===== config.mk =====
export PLATFORM = sky130hd
export DESIGN_NAME = rs_slot_bank
export DESIGN_NICKNAME = d
export VERILOG_FILES = /design/src/rtl/rs_slot_bank.sv
export SDC_FILE = /design/constraint.sdc
export NUM_CORES = 1
export LEC_CHECK = 0
export ABC_CLOCK_PERIOD_IN_PS = 15700
export CAP_MARGIN = 5
export CORE_UTILIZATION = 60
export DETAILED_ROUTE_END_ITERATION = 8
export DONT_BUFFER_PORTS = 1
export PLACE_DENSITY = 0.88
export RECOVER_POWER = 100
export SLEW_MARGIN = 5
export SYNTH_ARGS = -nofsm -noshare
export SYNTH_HDL_FRONTEND = slang
export SYNTH_SLANG_ARGS = --single-unit

===== constraint.sdc =====
create_clock -name clock -period 15.7 [get_ports clock]
set_input_delay 0.785 -clock clock [delete_from_list [all_inputs] [get_ports clock]]
set_output_delay 0.785 -clock clock [all_outputs]
set_load 0.1 [all_outputs]

===== src/rtl/rs_slot_bank.sv =====
// Reservation-station slot bank: dispatch fills the lowest free slot, the CDB wakes
// waiting operands, and a granted ready slot is released for reuse on the next cycle.
package rs_slot_bank_pkg;
   typedef enum logic [1:0] {
      FU_ALU  = 2'd0,
      FU_MULT = 2'd1,
      FU_MEM  = 2'd2,
      FU_BR   = 2'd3
   } func_unit_t;
endpackage

module rs_slot_bank
   import rs_slot_bank_pkg::*;
#(
   parameter int WIDTH = 16,
   parameter int TAG_W = 6
) (
   input  logic                          clock,
   input  logic                          reset,
   input  logic                          squash,
   input  logic                          dispatch_valid,
   input  func_unit_t                    dispatch_func,
   input  logic [TAG_W-1:0]              dispatch_tag1,
   input  logic [TAG_W-1:0]              dispatch_tag2,
   input  logic                          dispatch_rdy1,
   input  logic                          dispatch_rdy2,
   input  logic [TAG_W-1:0]              dispatch_dest,
   input  logic                          cdb_valid,
   input  logic [TAG_W-1:0]              cdb_tag,
   input  logic [WIDTH-1:0]              issue_gnt,
   output logic [WIDTH-1:0]              req,
   output func_unit_t [WIDTH-1:0]        func_out,
   output logic [WIDTH-1:0][TAG_W-1:0]   dest_out,
   output logic                          dispatch_ack,
   output logic                          full,
   output logic [$clog2(WIDTH+1)-1:0]    free_count
);
   localparam int CNT_W = $clog2(WIDTH + 1);
   localparam int IDX_W = (WIDTH > 1) ? $clog2(WIDTH) : 1;

   logic [WIDTH-1:0]              valid_q, valid_d;
   logic [WIDTH-1:0]              rdy1_q, rdy1_d;
   logic [WIDTH-1:0]              rdy2_q, rdy2_d;
   func_unit_t [WIDTH-1:0]        func_q, func_d;
   logic [WIDTH-1:0][TAG_W-1:0]   tag1_q, tag1_d;
   logic [WIDTH-1:0][TAG_W-1:0]   tag2_q, tag2_d;
   logic [WIDTH-1:0][TAG_W-1:0]   dest_q, dest_d;
   logic [CNT_W-1:0]              used_s;
   logic [IDX_W-1:0]              alloc_idx_s;

   // Issue requests, valid-gated slot outputs and occupancy from registered state
   always_comb begin
      req      = {WIDTH{1'b0}};
      func_out = {WIDTH{FU_ALU}};
      dest_out = {(WIDTH*TAG_W){1'b0}};
      used_s   = {CNT_W{1'b0}};
      for (int i = 0; i < WIDTH; i++) begin
         if (valid_q[i]) begin
            req[i]      = rdy1_q[i] & rdy2_q[i];
            func_out[i] = func_q[i];
            dest_out[i] = dest_q[i];
            used_s      = used_s + {{(CNT_W-1){1'b0}}, 1'b1};
         end else begin
            req[i]      = 1'b0;
            func_out[i] = FU_ALU;
            dest_out[i] = {TAG_W{1'b0}};
         end
      end
      full         = &valid_q;
      free_count   = CNT_W'(WIDTH) - used_s;
      dispatch_ack = dispatch_valid & ~full & ~squash & ~reset;
   end

   // Lowest-index free slot; scanning downward lets the lowest index win
   always_comb begin
      alloc_idx_s = {IDX_W{1'b0}};
      for (int i = WIDTH - 1; i >= 0; i--) begin
         alloc_idx_s = valid_q[i] ? alloc_idx_s : IDX_W'(i);
      end
   end

   // Next slot state: wakeup and grant on occupied slots, dispatch into the free target, squash overrides
   always_comb begin
      valid_d = valid_q;
      rdy1_d  = rdy1_q;
      rdy2_d  = rdy2_q;
      func_d  = func_q;
      tag1_d  = tag1_q;
      tag2_d  = tag2_q;
      dest_d  = dest_q;
      for (int i = 0; i < WIDTH; i++) begin
         if (valid_q[i]) begin
            rdy1_d[i]  = rdy1_q[i] | (cdb_valid & (tag1_q[i] == cdb_tag));
            rdy2_d[i]  = rdy2_q[i] | (cdb_valid & (tag2_q[i] == cdb_tag));
            valid_d[i] = ~(issue_gnt[i] & req[i]);
         end else begin
            valid_d[i] = 1'b0;
         end
      end
      // The target slot is free at cycle start, so it never collides with a grant or wakeup
      if (dispatch_ack) begin
         valid_d[alloc_idx_s] = 1'b1;
         func_d[alloc_idx_s]  = dispatch_func;
         tag1_d[alloc_idx_s]  = dispatch_tag1;
         tag2_d[alloc_idx_s]  = dispatch_tag2;
         dest_d[alloc_idx_s]  = dispatch_dest;
         rdy1_d[alloc_idx_s]  = dispatch_rdy1 | (cdb_valid & (dispatch_tag1 == cdb_tag));
         rdy2_d[alloc_idx_s]  = dispatch_rdy2 | (cdb_valid & (dispatch_tag2 == cdb_tag));
      end else begin
         valid_d = valid_d;
      end
      if (squash) begin
         valid_d = {WIDTH{1'b0}};
      end else begin
         valid_d = valid_d;
      end
   end

   // Slot storage with synchronous reset
   always_ff @(posedge clock) begin
      if (reset) begin
         valid_q <= {WIDTH{1'b0}};
         rdy1_q  <= {WIDTH{1'b0}};
         rdy2_q  <= {WIDTH{1'b0}};
         func_q  <= {WIDTH{FU_ALU}};
         tag1_q  <= {(WIDTH*TAG_W){1'b0}};
         tag2_q  <= {(WIDTH*TAG_W){1'b0}};
         dest_q  <= {(WIDTH*TAG_W){1'b0}};
      end else begin
         valid_q <= valid_d;
         rdy1_q  <= rdy1_d;
         rdy2_q  <= rdy2_d;
         func_q  <= func_d;
         tag1_q  <= tag1_d;
         tag2_q  <= tag2_d;
         dest_q  <= dest_d;
      end
   end
endmodule


==> results of run 1 <==
[cell type report]
type	instances	share of cell area, %
sequential	368	38.6
tap	390	2.56
multi-input combinational	1655	52.1
inverter	22	0.433
timing repair buffer	11	0.295
clock inverter	14	0.931
clock buffer	47	5.03
antenna	2	0.0262
[logic make-up after synthesis]
kind of cell / Yosys count
buffers and inverters: 214
flip-flops: 368
multiplexers: 112
AND/OR/NAND/NOR: 905
adder cells (fa/ha/maj): 16
XOR/XNOR: 253
AO/OA/AOI/OAI: 369
[through the flow]
stage | hold slack, ns | total power [mW] | cell area (um^2) | utilization (%)
after CTS | 0.350 | 1.84 | 19100 | 64.5
after global routing | 0.346 | 1.88 | 19100 | 64.4
after global placement | 0.433 | 1.00 | 18000 | 60.7
after detailed placement | 0.441 | 1.00 | 18000 | 60.7
final | 0.351 | 1.84 | 19100 | 64.4
after floorplan | 0.427 | 1.03 | 18100 | -
[worst reg2reg max path: stages (launching register included)]
cell and delay [ns]:
dfxtp_1 0.96, nand2b_1 0.21, a21oi_1 0.08, o21ai_0 0.23
a21boi_0 0.16, o21ai_0 0.33, a21boi_0 0.17, o21a_1 0.32
o31ai_4 0.18, clkbuf_1 1.31, nand2_1 1.19, mux2i_1 0.44
nor2_1 0.07
[sequential cells by signal, indices dropped and copies added (netlist names)]
name     cells
dest_q      96
tag1_q      96
tag2_q      96
func_q      32
rdy1_q      16
rdy2_q      16
valid_q     16
[Yosys cell counts (2+ instances only)]
library cell | n | area, um^2
a211oi_1 | 35 | 263
a21boi_0 | 2 | 15.0
a21o_1 | 8 | 60.1
a21oi_1 | 244 | 1220
a31o_2 | 2 | 17.5
a31oi_1 | 7 | 43.8
a41o_1 | 2 | 20.0
a41oi_1 | 33 | 289
and2_1 | 137 | 857
and3_1 | 23 | 144
and4_1 | 2 | 17.5
buf_1 | 9 | 33.8
buf_2 | 6 | 30.0
clkbuf_1 | 177 | 664
dfxtp_1 | 368 | 7370
ha_1 | 16 | 200
inv_1 | 22 | 82.6
mux2_2 | 2 | 22.5
mux2i_1 | 110 | 1100
nand2_1 | 474 | 1780
nand2b_1 | 3 | 18.8
nand3_1 | 46 | 230
nand3b_1 | 2 | 15.0
nand4_1 | 3 | 18.8
nor2_1 | 157 | 589
nor2b_1 | 3 | 18.8
nor3_1 | 7 | 35.0
nor3b_1 | 2 | 15.0
nor4_1 | 35 | 219
o211ai_1 | 6 | 45.0
o21ai_0 | 14 | 70.1
o221ai_1 | 2 | 17.5
o22ai_1 | 4 | 25.0
o31ai_1 | 2 | 15.0
or2_2 | 3 | 18.8
xnor2_1 | 123 | 1080
xnor2_2 | 4 | 65.1
xnor3_1 | 4 | 90.1
xnor3_2 | 2 | 47.6
xor2_1 | 117 | 1020
[routing by layer]
metal,share of wire [%],GRT usage [%],vias up
li1,-,-,7113
met1,37,41.7,7541
met2,44,54.4,1017
met3,13,9.59,254
met4,5.6,19.1,0
met5,0,0,-
[power groups by stage]
stage / registers, mW / logic (mW) / clock network (mW)
global route: 0.937 / 0.0481 / 0.894
CTS: 0.937 / 0.0444 / 0.856
global placement: 0.958 / 0.0419 / 0
detailed placement: 0.958 / 0.0437 / 0
finish: 0.937 / 0.0445 / 0.858
floorplan: 0.958 / 0.0682 / 0
[how the worst max path moves through the flow]
stage / cells past startpoint / startpoint / end
5_1_grt: 48 / valid_q[0] / free_count[4]
4_1_cts: 48 / valid_q[0] / free_count[4]
2_1_floorplan: 48 / valid_q[0] / free_count[4]
3_5_place_dp: 48 / valid_q[0] / free_count[4]
6_report: 48 / valid_q[0] / free_count[4]
3_3_place_gp: 48 / valid_q[0] / free_count[4]
==> results.cfg, run 1 <==
[layout]
layout-drive-gt1-share_pct = 3.73
multiInputGateArea_um2 = 9960
area_growth_pct = 5.50
fillers = 2328
fin_cells = 2509
final_common_cell = nand2_1
nNetsFinal = 2158
ff_latch_area_um2 = 7370
layout_common_cells = 474 x nand2_1, 368 x dfxtp_1, 244 x a21oi_1

[sta]
relSlewSlack_pct = -19.6
finalCritPeriodShare_pct = 83.4
timing.fmax_mhz = 76.4
finClkSkew_ns = 0.0203
fin_crit_ns = 13.09
final.setup.worst_slack_ns = 2.61
setup_viol = 0
tns_ns = 0
rsz0062_at_grt = false
drv_slew = 99
tightest_slew_ns = 1.79
finalHoldViolCount = 0

[logic_synthesis]
synth_seq_cells = 368
synth-simple-area-share_pct = 22.4
syn_inst = 2237
synth_top_family_by_area = simple AND/OR/NAND/NOR gates
synthAdderAreaFrac_pct = 1.11
postSynth.asyncResetShare_pct = 0
synthMuxAreaShare_pct = 6.21
synth.net_count = 2302
avgSynthCellArea_um2 = 8.09
ys.flop_type = dfxtp_1
synth_cell_types = 59
seq_area_frac_synth_pct = 40.7
yosys.area_share.xor_xnor_pct = 13.1
syn_area_um2 = 18100
ys_warn_count = 0
synth_enable_flop_cells = 0
synth-compound-area-share_pct = 12.0

[global_routing]
antenna_found_initial = 2
grt_start_max_net_pins = 355
grt_pass1_vias = 15400
overflow = 0
groute.usage.overall_pct = 34.2
grt_pass1_wl_um = 83100

[setup_path]
r2r_start = valid_q[15]
end_kind = output pin
critPathSlowestCell = clkbuf_1
cp-start-kind = flip-flop
path_delay_family = adder cells
crit_buf_inv = 5
r2r_setup_slack_ns = 9.92
max_stage_delay_ns = 0.87
worstPathArrival_ns = 12.31
path_class = reg2out
critPathMaxFanout = 16
reg2reg_to = dest_q[25]
critical_path_required_ns = 14.91
crit_top_cell = ha_1
reg2reg_depth = 12

[hold_path]
worstHoldStart = reset
min_to = tag1_q[57]
holdPathStages = 1
hp-class = in2reg

[clock_network]
ctsRootBufferMaster = clkbuf_16
postCtsSetupRepairBufs = 0
clk_pin_slew_ns = 0.06
clk-insertion-delay-late_ns = 0.52
cts-resized-gates = 0
clock_path_buffers = 3
cts_tree = yes
cts_sinks = 368
postCtsHoldBufs = 0
cts_made_buffers = 35
cts_max_level = 2

[placed_design]
place_ws_ns = 3.99
place.detailed.hpwl_um = 32600
gp_congestion = 0.892
dpl.cell_count = 2446
port_buffers = 0

[routing]
drtIter0Drc = 1864
via_per_inst = 6.35
routedWlPerCell_um = 21.6
vias = 15900
dr.pass1.iters = 6
ant_nets = 0
drt_wl_total_um = 54300
drc = 0

[floorplan]
fp.dieH_um = 176
boundaryPins = 200
dieArea_um2 = 30900
core_area_um2 = 29600
fp-row-count = 63
die_x_um = 176
initial_utilization_pct = 61.1

[pwr]
pwr-share-comb_pct = 2.4
p_leak_nw = 7.39
pwr-share-clk_pct = 46.6
internal_power_mw = 1.45
powerDensity_nw_per_um2 = 96.3
vdd_ir_drop_max_mv = 0.102
netSwitchingFraction_pct = 20.9
switching_power_uw = 385
p_seq_share_pct = 51.0

[status]
outcome = complete, but fails checks
violations = capacitance limit, slew limit

[job]
maxCapViolations = 8
Power figures use the tool's default switching activity.
==> run 2: changes to the inputs <==
--- a/config.mk
+++ b/config.mk
@@ -5,7 +5,8 @@
 export SDC_FILE = /design/constraint.sdc
 export NUM_CORES = 1
 export LEC_CHECK = 0
-export ABC_CLOCK_PERIOD_IN_PS = 15700
+export ABC_AREA = 1
+export ABC_CLOCK_PERIOD_IN_PS = 13100
 export CAP_MARGIN = 5
 export CORE_UTILIZATION = 60
 export DETAILED_ROUTE_END_ITERATION = 8
==> constraint.sdc (replaced) <==
create_clock -name clock -period 13.1 [get_ports clock]
set_input_delay 0.655 -clock clock [delete_from_list [all_inputs] [get_ports clock]]
set_output_delay 0.655 -clock clock [all_outputs]
set_load 0.1 [all_outputs]
==> run 2 against run 1 <==
Net effect: the run still ends with capacitance limit, slew limit left; hold slack worse by 0.16 ns; die area up 2.8%; non-clock buffer count up 15; critical path depth up 2; register-to-register slack worse by 3.4 ns; core utilization up 0.21 points; via count up 13%; worst setup slack worse by 0.96 ns.
==> results.cfg, run 2 <==
[status]
outcome = complete, but fails checks
violations = capacitance limit, slew limit

[routing]
wl_met2_um = 24900
dr.pass1.iters = 6
wl_met3_um = 6220
ant_nets = 0
wl_met1_um = 21100
top_layer_used = met4
routedWlPerCell_um = 18.6
drc = 0
via_per_inst = 6.02
vias = 18000
drtIter0Drc = 2229
drt_wl_total_um = 55600

[logic_synthesis]
ys.flop_type = dfxtp_1
synth.net_count = 2769
syn_inst = 2704
avgSynthCellArea_um2 = 6.88
synth_seq_cells = 368
syn_area_um2 = 18600
synth_commonest_cells = 514 x nand2_1, 451 x inv_1, 390 x a21oi_1, 368 x dfxtp_1, 267 x o21ai_0
synth_most_common_cell = nand2_1
postSynth.asyncResetShare_pct = 0
yosysTopAreaCell = dfxtp_1
ys_top_cells_by_area = dfxtp_1 40%, a21oi_1 10%, nand2_1 10%, inv_1 9.1%, o21ai_0 7.2%
synth_cell_types = 46
synth_enable_flop_cells = 0
synth_top_area_share_pct = 39.6
seq_area_frac_synth_pct = 39.6
ys_warn_count = 0

[clock_network]
cts-resized-gates = 0
ctsRootBufferMaster = clkbuf_16
cts_max_level = 2
clk-insertion-delay-late_ns = 0.53
cts_tree = yes
clock_path_buffers = 3
cts_made_buffers = 38
cts_sinks = 368
postCtsSetupRepairBufs = 0
clk_pin_slew_ns = 0.06
postCtsHoldBufs = 0

[setup_path]
critPathSlowestCell = nor2_1
path_delay_family = adder cells
worstPathArrival_ns = 10.80
r2r_setup_slack_ns = 6.54
max_stage_delay_ns = 1.29
critical_path_required_ns = 12.44
path_class = reg2out
cp-start-kind = flip-flop
end_kind = output pin
critPathMaxFanout = 15
crit_buf_inv = 7

[floorplan]
fp-row-count = 64
core_area_um2 = 30500
die_x_um = 178
fp.dieH_um = 178
boundaryPins = 200
initial_utilization_pct = 61.0
dieArea_um2 = 31700

[sta]
finalCritPeriodShare_pct = 87.4
fin_crit_ns = 11.46
setup_viol = 0
rsz0062_at_grt = false
relSlewSlack_pct = -36.1
finalHoldViolCount = 0
drv_slew = 331
timing.fmax_mhz = 87.3
tns_ns = 0
finClkSkew_ns = 0.0316
hold_slack_ns = 0.193
tightest_slew_ns = 2.04

[layout]
final_common_cell = nand2_1
fin_util_pct = 64.6
layout-drive-gt1-share_pct = 6.43
diodes = 0
nNetsFinal = 2636
finalInstanceArea_um2 = 19700
layout_common_cells = 514 x nand2_1, 450 x inv_1, 390 x a21oi_1
top_regs = dest_q (96), tag1_q (96), tag2_q (96)
area_growth_pct = 6.01

[job]
maxCapViolations = 24

[pwr]
finalPower_mw = 2.29
vdd_ir_drop_max_mv = 0.0858
powerDensity_nw_per_um2 = 116
p_leak_nw = 8.11

[placed_design]
port_buffers = 0
gp_congestion = 0.886
postPlaceCellArea_um2 = 18600
place.detailed.hpwl_um = 33800

[global_routing]
grt_pass1_vias = 16800
overflow = 0
groute.usage.overall_pct = 34.5
grt_start_max_net_pins = 101
grt_pass1_wl_um = 86300
antenna_found_initial = 1

[hold_path]
hp-class = in2reg
run 2: cell types whose count changed after synthesis, moves of 41 or more:
| cell | previous run | this run |
|---|---|---|
| mux2i_1 | 110 | 0 |
| inv_1 | 22 | 451 |
| xor2_1 | 117 | 37 |
| a21oi_1 | 244 | 390 |
| nor2_1 | 157 | 53 |
| xnor2_1 | 123 | 28 |
| o22ai_1 | 4 | 56 |
| nand2_2 | 0 | 41 |
| o21ai_0 | 14 | 267 |
| nand3_1 | 46 | 95 |
| and2_1 | 137 | 0 |
run 2: cells by family (layout without fill, tap and decap cells):
group,Yosys count,count (layout),synth area share [%]
AO/OA/AOI/OAI,800,800,23.3
AND/OR/NAND/NOR,791,791,19.3
buffers and inverters,664,557,13.6
flip-flops,368,368,39.6
XOR/XNOR,65,65,3.06
adder cells (fa/ha/maj),16,16,1.08
run 2: worst reg2reg max path, stage by stage (launching register included):
cell and delay, ns:
dfxtp_1 0.82, inv_1 0.37, nor3_1 0.59, nand2_1 0.19, nor4_1 0.96, nor2_1 0.84, nand2_1 0.28, nor2_1 0.08
clkbuf_1 0.42, nand2_1 0.26, clkbuf_1 1.18, o21ai_0 0.27, a21oi_1 0.21
run 2: final timing paths:
| path | cells past startpoint | startpoint | endpoint |
|---|---|---|---|
| worst max register to register | 12 | valid_q[13] | rdy1_q[11] |
| worst min-delay path | 1 | reset | dest_q[33] |
| worst max-delay path | 50 | valid_q[1] | free_count[2] |
| worst min register to register | 2 | dest_q[41] | dest_q[41] |
run 2: layout make-up:
class	instances	area (um^2)
well taps	396	495
inverters	465	1750
flip-flops and latches	368	7370
repair buffers	26	165
multi-input cells	1672	8710
clock buffers	56	1150
clock inverters	10	85.1
fillers	2544	10800
run 2: layer usage:
metal,global-route usage (%),up-vias
met5,0,-
met4,21.0,0
met3,5.92,265
met2,56.0,1171
met1,42.6,8129
li1,-,8462
run 2: where the power goes:
part           internal [mW]  total [mW]  switching, mW
sequential              1.12        1.12        0.00202
clock                  0.628        1.07          0.447
combinational         0.0277      0.0884         0.0607
total                   1.78        2.29          0.509
run 2: through the flow:
step	cells	setup WS, ns
2_1_floorplan	2704	3.39
3_3_place_gp	2925	3.16
3_5_place_dp	2925	2.80
4_1_cts	2991	2.28
5_1_grt	2993	0.887
6_report	2993	1.64
